`src/rtl/rr_mux_buf.sv`:
```
`default_nettype none
// ============================================================================
//  Module      : rr_mux_buf
//  Description : N-input, W-bit arbitrating multiplexer with a one-entry
//                registered output buffer. Channels are chosen round-robin
//                (mode=0) or by a fixed index (mode=1); the winning word is
//                held in the buffer until the consumer takes it.
//  Revision    : 1.0 - initial release
// ============================================================================
module rr_mux_buf #(
  parameter int WIDTH  = 16,
  parameter int NUM_IN = 4,
  parameter int SEL_W  = 2
) (
  input  logic                    clk,
  input  logic                    rst,
  input  logic [NUM_IN*WIDTH-1:0] in_data,
  input  logic [NUM_IN-1:0]       in_valid,
  output logic [NUM_IN-1:0]       in_ready,
  input  logic                    mode,
  input  logic [SEL_W-1:0]        fix_sel,
  output logic [WIDTH-1:0]        out_data,
  output logic [SEL_W-1:0]        out_chan,
  output logic                    out_valid,
  input  logic                    out_ready
);

  // Number of addressable channel slots for a SEL_W-bit index; channels at or
  // above NUM_IN read as permanently idle.
  localparam int                 c_NPAD    = 1 << SEL_W;
  localparam logic [SEL_W:0]     c_NUM_EXT = (SEL_W+1)'(NUM_IN);
  localparam logic [SEL_W-1:0]   c_LAST    = SEL_W'(NUM_IN - 1);

  // --------------------------------------------------------------------------
  // State: output buffer and round-robin priority pointer
  // --------------------------------------------------------------------------
  logic [WIDTH-1:0] data_q,  data_d;
  logic [SEL_W-1:0] chan_q,  chan_d;
  logic             valid_q, valid_d;
  logic [SEL_W-1:0] ptr_q,   ptr_d;

  // --------------------------------------------------------------------------
  // Arbitration signals
  // --------------------------------------------------------------------------
  logic [c_NPAD-1:0] w_valid_pad;
  logic              w_rr_found;
  logic [SEL_W-1:0]  w_rr_win;
  logic              w_has_win;
  logic [SEL_W-1:0]  w_win;
  logic              w_free;
  logic              w_accept;
  logic [SEL_W-1:0]  w_ptr_inc;
  logic [WIDTH-1:0]  w_mux_data;

  // Widen in_valid so that any SEL_W-bit index (including out-of-range
  // fixed selects) can be looked up safely; missing channels read as 0.
  always_comb begin
    w_valid_pad               = '0;
    w_valid_pad[NUM_IN-1:0]   = in_valid;
  end

  // Round-robin scan: first valid channel starting at ptr_q, wrapping mod NUM_IN.
  always_comb begin
    logic [SEL_W:0] sum;
    w_rr_found = 1'b0;
    w_rr_win   = '0;
    sum        = '0;
    for (int k = 0; k < NUM_IN; k++) begin
      sum = {1'b0, ptr_q} + (SEL_W+1)'(k);
      if (sum >= c_NUM_EXT) begin
        sum = sum - c_NUM_EXT;
      end
      if (!w_rr_found && w_valid_pad[sum[SEL_W-1:0]]) begin
        w_rr_found = 1'b1;
        w_rr_win   = sum[SEL_W-1:0];
      end
    end
  end

  // Winner selection for the current mode; a fixed select only wins when the
  // named channel exists and is presenting a word.
  always_comb begin
    if (mode) begin
      w_has_win = w_valid_pad[fix_sel];
      w_win     = fix_sel;
    end else begin
      w_has_win = w_rr_found;
      w_win     = w_rr_win;
    end
  end

  // The buffer can take a word when it is empty or being drained this cycle.
  assign w_free    = !valid_q | out_ready;
  assign w_accept  = w_free & !rst & w_has_win;
  assign w_ptr_inc = (w_win == c_LAST) ? '0 : w_win + 1'b1;

  // One-hot grant back to the producers; only the winner sees ready.
  for (genvar gi = 0; gi < NUM_IN; gi++) begin : g_grant
    localparam logic [SEL_W-1:0] c_IDX = SEL_W'(gi);
    assign in_ready[gi] = w_accept & (w_win == c_IDX);
  end

  // AND-OR data mux driven by the one-hot grant.
  always_comb begin
    w_mux_data = '0;
    for (int i = 0; i < NUM_IN; i++) begin
      if (in_ready[i]) begin
        w_mux_data = w_mux_data | in_data[i*WIDTH +: WIDTH];
      end
    end
  end

  // Next-state: load on accept, empty on drain-only, otherwise hold.
  always_comb begin
    data_d  = data_q;
    chan_d  = chan_q;
    valid_d = valid_q;
    ptr_d   = ptr_q;
    if (w_accept) begin
      data_d  = w_mux_data;
      chan_d  = w_win;
      valid_d = 1'b1;
      if (!mode) begin
        ptr_d = w_ptr_inc;
      end
    end else if (out_ready) begin
      valid_d = 1'b0;
    end
  end

  // State registers with synchronous reset; a buffered word is dropped on reset.
  always_ff @(posedge clk) begin
    if (rst) begin
      data_q  <= '0;
      chan_q  <= '0;
      valid_q <= 1'b0;
      ptr_q   <= '0;
    end else begin
      data_q  <= data_d;
      chan_q  <= chan_d;
      valid_q <= valid_d;
      ptr_q   <= ptr_d;
    end
  end

  assign out_data  = data_q;
  assign out_chan  = chan_q;
  assign out_valid = valid_q;

endmodule
`default_nettype wire

```
`config.mk`:
```
export PLATFORM = sky130hd
export DESIGN_NAME = rr_mux_buf
export DESIGN_NICKNAME = d
export VERILOG_FILES = /design/src/rtl/rr_mux_buf.sv
export SDC_FILE = /design/constraint.sdc
export NUM_CORES = 1
export LEC_CHECK = 0
export BUFFER_PORTS_ARGS = -buffer_cell sky130_fd_sc_hd__buf_2
export CORE_ASPECT_RATIO = 1.1
export CORE_MARGIN = 5
export CORE_UTILIZATION = 38
export CTS_CLUSTER_DIAMETER = 60
export DETAILED_ROUTE_END_ITERATION = 7
export PLACE_DENSITY = 0.79
export SLEW_MARGIN = 30
export SYNTH_ARGS = -nofsm -noshare
export SYNTH_HDL_FRONTEND = slang
export SYNTH_SLANG_ARGS = --single-unit
```
`constraint.sdc`:
```
create_clock -name clk -period 3.5 [get_ports clk]
set_input_delay 0.175 -clock clk [delete_from_list [all_inputs] [get_ports clk]]
set_output_delay 0.175 -clock clk [all_outputs]
set_load 0.05 [all_outputs]
```
# Word-level counts from Yosys, hierarchy flattened
# Index checks and enable logic that the tools add are counted.
# totals
regBits,21
input_bits,74
output_inout_bits,23
# classes
add_sub_neg,8
magnitude_cmp,9
n_eq_ne,3
muxes,31
bitwise,11
n_reduce_logical,11
# op_table
operator,count
two-way mux 16 bit,4
OR 16 bit,3
two-way mux 2 bit,10
"< comparator 2 x 3 -> 1 bit, second input constant",5
two-way mux 1 bit,12
binary-select mux 1 bit (select 2 bit),5
">= comparator 3 bit, second input constant",3
"subtractor 2 x 1 -> 2 bit, second input constant",4
"adder 2 x 2 -> 3 bit, second input constant",2
bitwise AND 1 bit,6
logical NOT 1 bit,5
"== test 2 bit, second input constant",2
"adder 2 x 1 -> 3 bit, second input constant",1
">= comparator 2 x 3 -> 1 bit, second input constant",1
logical AND 1 bit,3
"adder 2 x 1 -> 2 bit, second input constant",1
"== test 2 x 1 -> 1 bit, second input constant",1
logical NOT 2 bit,1
AND reduction 2 bit,1
nonzero test 2 bit,1
NOT 1 bit,1
OR 1 bit,1

# Logic depth before layout (Yosys ltp)
# depth
depth_word,24
mapped_depth,11
depth_no_buf,8

# Worst setup path after synthesis
# OpenSTA, ideal clock, no wires.
# synth_path
path_type,reg2out
from,register ptr_q[1]
to,output port in_ready[3]
t_arrival_ps,2712
t_required_ps,3325
slack_ps,613
path_stages_with_launch,11
cell_sequence,dfxtp_1 -> clkbuf_1 -> nand2b_1 -> a21oi_1 -> or3_1 -> o21ai_0 -> ha_1 -> clkbuf_1 -> clkbuf_1 -> inv_1 -> nor2_1
# synth_via
elab_chain_cells,17
elab_cells_between_ends,42
cone_classes,add/sub (7); order compare (4); eq/ne (1); mux (22); bitwise (2); reduce/logical (6)
# synth_lines
item,line_no,rtl
"start, declared",40,"logic [SEL_W-1:0] ptr_q, ptr_d;"
"start signal, assigned",142,ptr_q <= ptr_d;
"parallel branches: the longest is 13 deep, another holds adder 2 x 1 -> 3 bit",-,
two-way mux 2 bit *,73,if (!w_rr_found && w_valid_pad[sum[SEL_W-1:0]]) begin
two-way mux 2 bit *,83,if (mode) begin
named net w_win[0],49,logic [SEL_W-1:0] w_win;
== test 2 bit *,100,assign in_ready[gi] = w_accept & (w_win == c_IDX);
bitwise AND 1 bit *,100,
"end, declared",19,"output logic [NUM_IN-1:0] in_ready,"
# Mark *: on every way through the listed nets, which the timed path passes. The select of a mux whose other input is x is not followed.

# Worst setup path in the final report
# layout_path
from,register ptr_q[1]
to,output port in_ready[1]
# layout_via
elab_chain_cells,17
elab_cells_between_ends,42
cone_classes,add/sub (7); order compare (4); eq/ne (1); mux (22); bitwise (2); reduce/logical (6)
# layout_lines
item,line_no
"parallel branches: the longest is 13 deep, another holds adder 2 x 1 -> 3 bit",-
two-way mux 2 bit *,73
two-way mux 2 bit *,83
named net w_win[0],49
== test 2 x 1 -> 1 bit *,100
bitwise AND 1 bit *,100
# Marked as above.

==> flow_summary.ini <==
[cts]
cts_buffers = 3
cts_tree = done
cts_hold_buf = 0
cts_resized = 0
cts_buffer_depth = 2
cts_setup_buffers = 0
path_clk_slew_ns = 0.07
cts_num_sinks = 21
clock_latency_ns = 0.26
cts_root_buf = clkbuf_8
cts_max_level = 1

[logic_synthesis]
ys_seq_elements = 21
syn_avg_cell_area_um2 = 9.22
syn_area_um2 = 1430
synthSimpleGateAreaFrac_pct = 16.7
synth_edf_count = 0
synth-compound-area-share_pct = 28.6
ys_types = 29
synthXorXnorAreaFrac_pct = 0
ys_async_sr_fraction_pct = 0
synth_warnings = 0
synthMuxAreaShare_pct = 14.9
synth_top_family_by_area = compound AO/OA/AOI/OAI gates
synth_seq_area_share_pct = 29.4
netlist_instances = 155
ys.flop_type = dfxtp_1
syn_nets = 233
yosys.area_share.adder_pct = 3.50

[worst_setup_path]
worstPathArrival_ns = 2.73
worstPathMaxFanout = 17
worstPathRequired_ns = 3.32
start_kind = register
worst-setup-path-type = register to output port
reg2regPathDepth = 8
worstSetupEndpointType = output port

[cells_and_area]
n_antenna_cell = 0
drive_gt1_share_pct = 43.4
final_cells = 294
seqCellArea_um2 = 420
multi_input_area_um2 = 911
layout.nets = 323
final_area_um2 = 1970
fin_util_pct = 54.2
n_fill_cell = 385
syn_to_final_growth_pct = 37.6

[floorplan]
row_count = 23
dieArea_um2 = 5090
io_pins = 97
core_um2 = 3630
die_h_um = 74.3
die_width_um = 68.5
initial_core_util_pct = 39.4

[status]
status = completed

[place]
port_buffers = 96
place_ws_ns = 0.888
place_area_um2 = 1920
dpl.cell_count = 290
place.detailed.hpwl_mm = 3.34
gp_congestion = 0.832

[sta]
setup_ws_ns = 0.594
max_slew.worst_pin.slew_ns = 0.678
whs_ns = 0.191
fin_crit_sh_pct = 83.0
max_slew_margin_pct = 54.8
rsz0062_at_grt = no
post-route-min-period_ns = 2.91
fmax_ghz = 0.344
setup_violations = 0
setup_tns_ns = 0
fin_worst_skew_ns = 0.00218
slew_viol_final = 0
hold_viol = 0

[flow_run]
max-cap-violations = 0

[power_and_ir_drop]
static-leakage-power_nw = 1.02
p_per_area_nw_per_um2 = 419
finalPower_uw = 824
vdd_ir_drop_max_mv = 0.208

[grt]
gr-total-overflow = 0
grt_max_degree = 25
grt_pass1_wl_mm = 6.80
grt_antenna_before_repair = 0
grt_pass1_vias = 1551
grt_use_total_pct = 17.5

[route]
first_iter_violations = 78
remaining_drc_errors = 0
postRouteAntennaNets = 0
num_vias = 1533
drt_wl_total_mm = 4.29
routedWlPerCell_um = 14.6
viasPerCell = 5.21
dr.pass1.iters = 4

[worst_hold_path]
whs_path_depth = 3
hp-class = primary input to register
state kept, by name, summed over array words and instances (netlist names):
register	cells
out_data	16
out_valid	1
out_chan	2
ptr_q	2
per-layer routing:
layer	wire length (um)	GRT usage (%)	up-vias
met3	388	4.23	4
li1	-	-	764
met5	0	0	-
met4	46	6.40	0
met1	1630	19.6	697
met2	2220	31.7	68
final timing paths:
kind | startpoint | endpoint | slack, ns
max | ptr_q[1] | in_ready[1] | 0.59
min | in_data[60] | out_data[12] | 0.19
max reg2reg | ptr_q[1] | out_data[4] | 0.93
min reg2reg | out_data[15] | out_data[15] | 0.48
worst max-delay path, cell delays in order (launching register included):
cell and delay, ns:
dfxtp_1 0.46, mux2i_1 0.22, nor2_1 0.06, or3_1 0.32
o21ai_0 0.28, ha_1 0.65, inv_1 0.09, nor2_1 0.11
buf_2 0.27
power breakdown:
group,internal [mW],switching [mW],total [mW]
clock,0.0792,0.0769,0.156
combinational,0.133,0.241,0.374
sequential,0.275,0.0193,0.294
total,0.487,0.338,0.824
area by class of cell:
class	instances	share of cell area, %
inverter	8	1.53
clock buffer	3	2.10
timing repair buffer	98	25.2
multi-input combinational	113	46.3
sequential	21	21.4
tap	50	3.18
clock inverter	1	0.255
cell usage in the layout (no fill, tap or decap), drive strengths merged, types with 3 or more instances in the layout:
master | synthesis | final
buf | 2 | 98
dfxtp | 21 | 21
nand2b | 20 | 20
mux2i | 19 | 19
a22o | 16 | 16
a221oi | 16 | 16
nor2 | 11 | 11
inv | 8 | 8
o21ai | 5 | 5
ha | 4 | 4
clkbuf | 11 | 3
Yosys cell counts, drive strengths merged, types with 2 or more instances:
| master | number | area (um2) |
|---|---|---|
| clkbuf | 11 | 41.3 |
| nand2 | 2 | 7.51 |
| a221oi | 16 | 140 |
| nor4bb | 2 | 20.0 |
| dfxtp | 21 | 420 |
| nor2b | 2 | 12.5 |
| mux2i | 19 | 190 |
| ha | 4 | 50.1 |
| a22o | 16 | 140 |
| nor3 | 2 | 10.0 |
| inv | 8 | 30.0 |
| nand2b | 20 | 125 |
| o221ai | 2 | 17.5 |
| o21ai | 5 | 28.8 |
| buf | 2 | 26.3 |
| nor2 | 11 | 41.3 |
| a211oi | 2 | 15.0 |
logic make-up after synthesis:
logic type,Yosys count
buf+inv,21
flops,21
simple gates,42
compound gates,47
fa+ha+maj,4
mux,20
(Power assumes the default switching activity.)
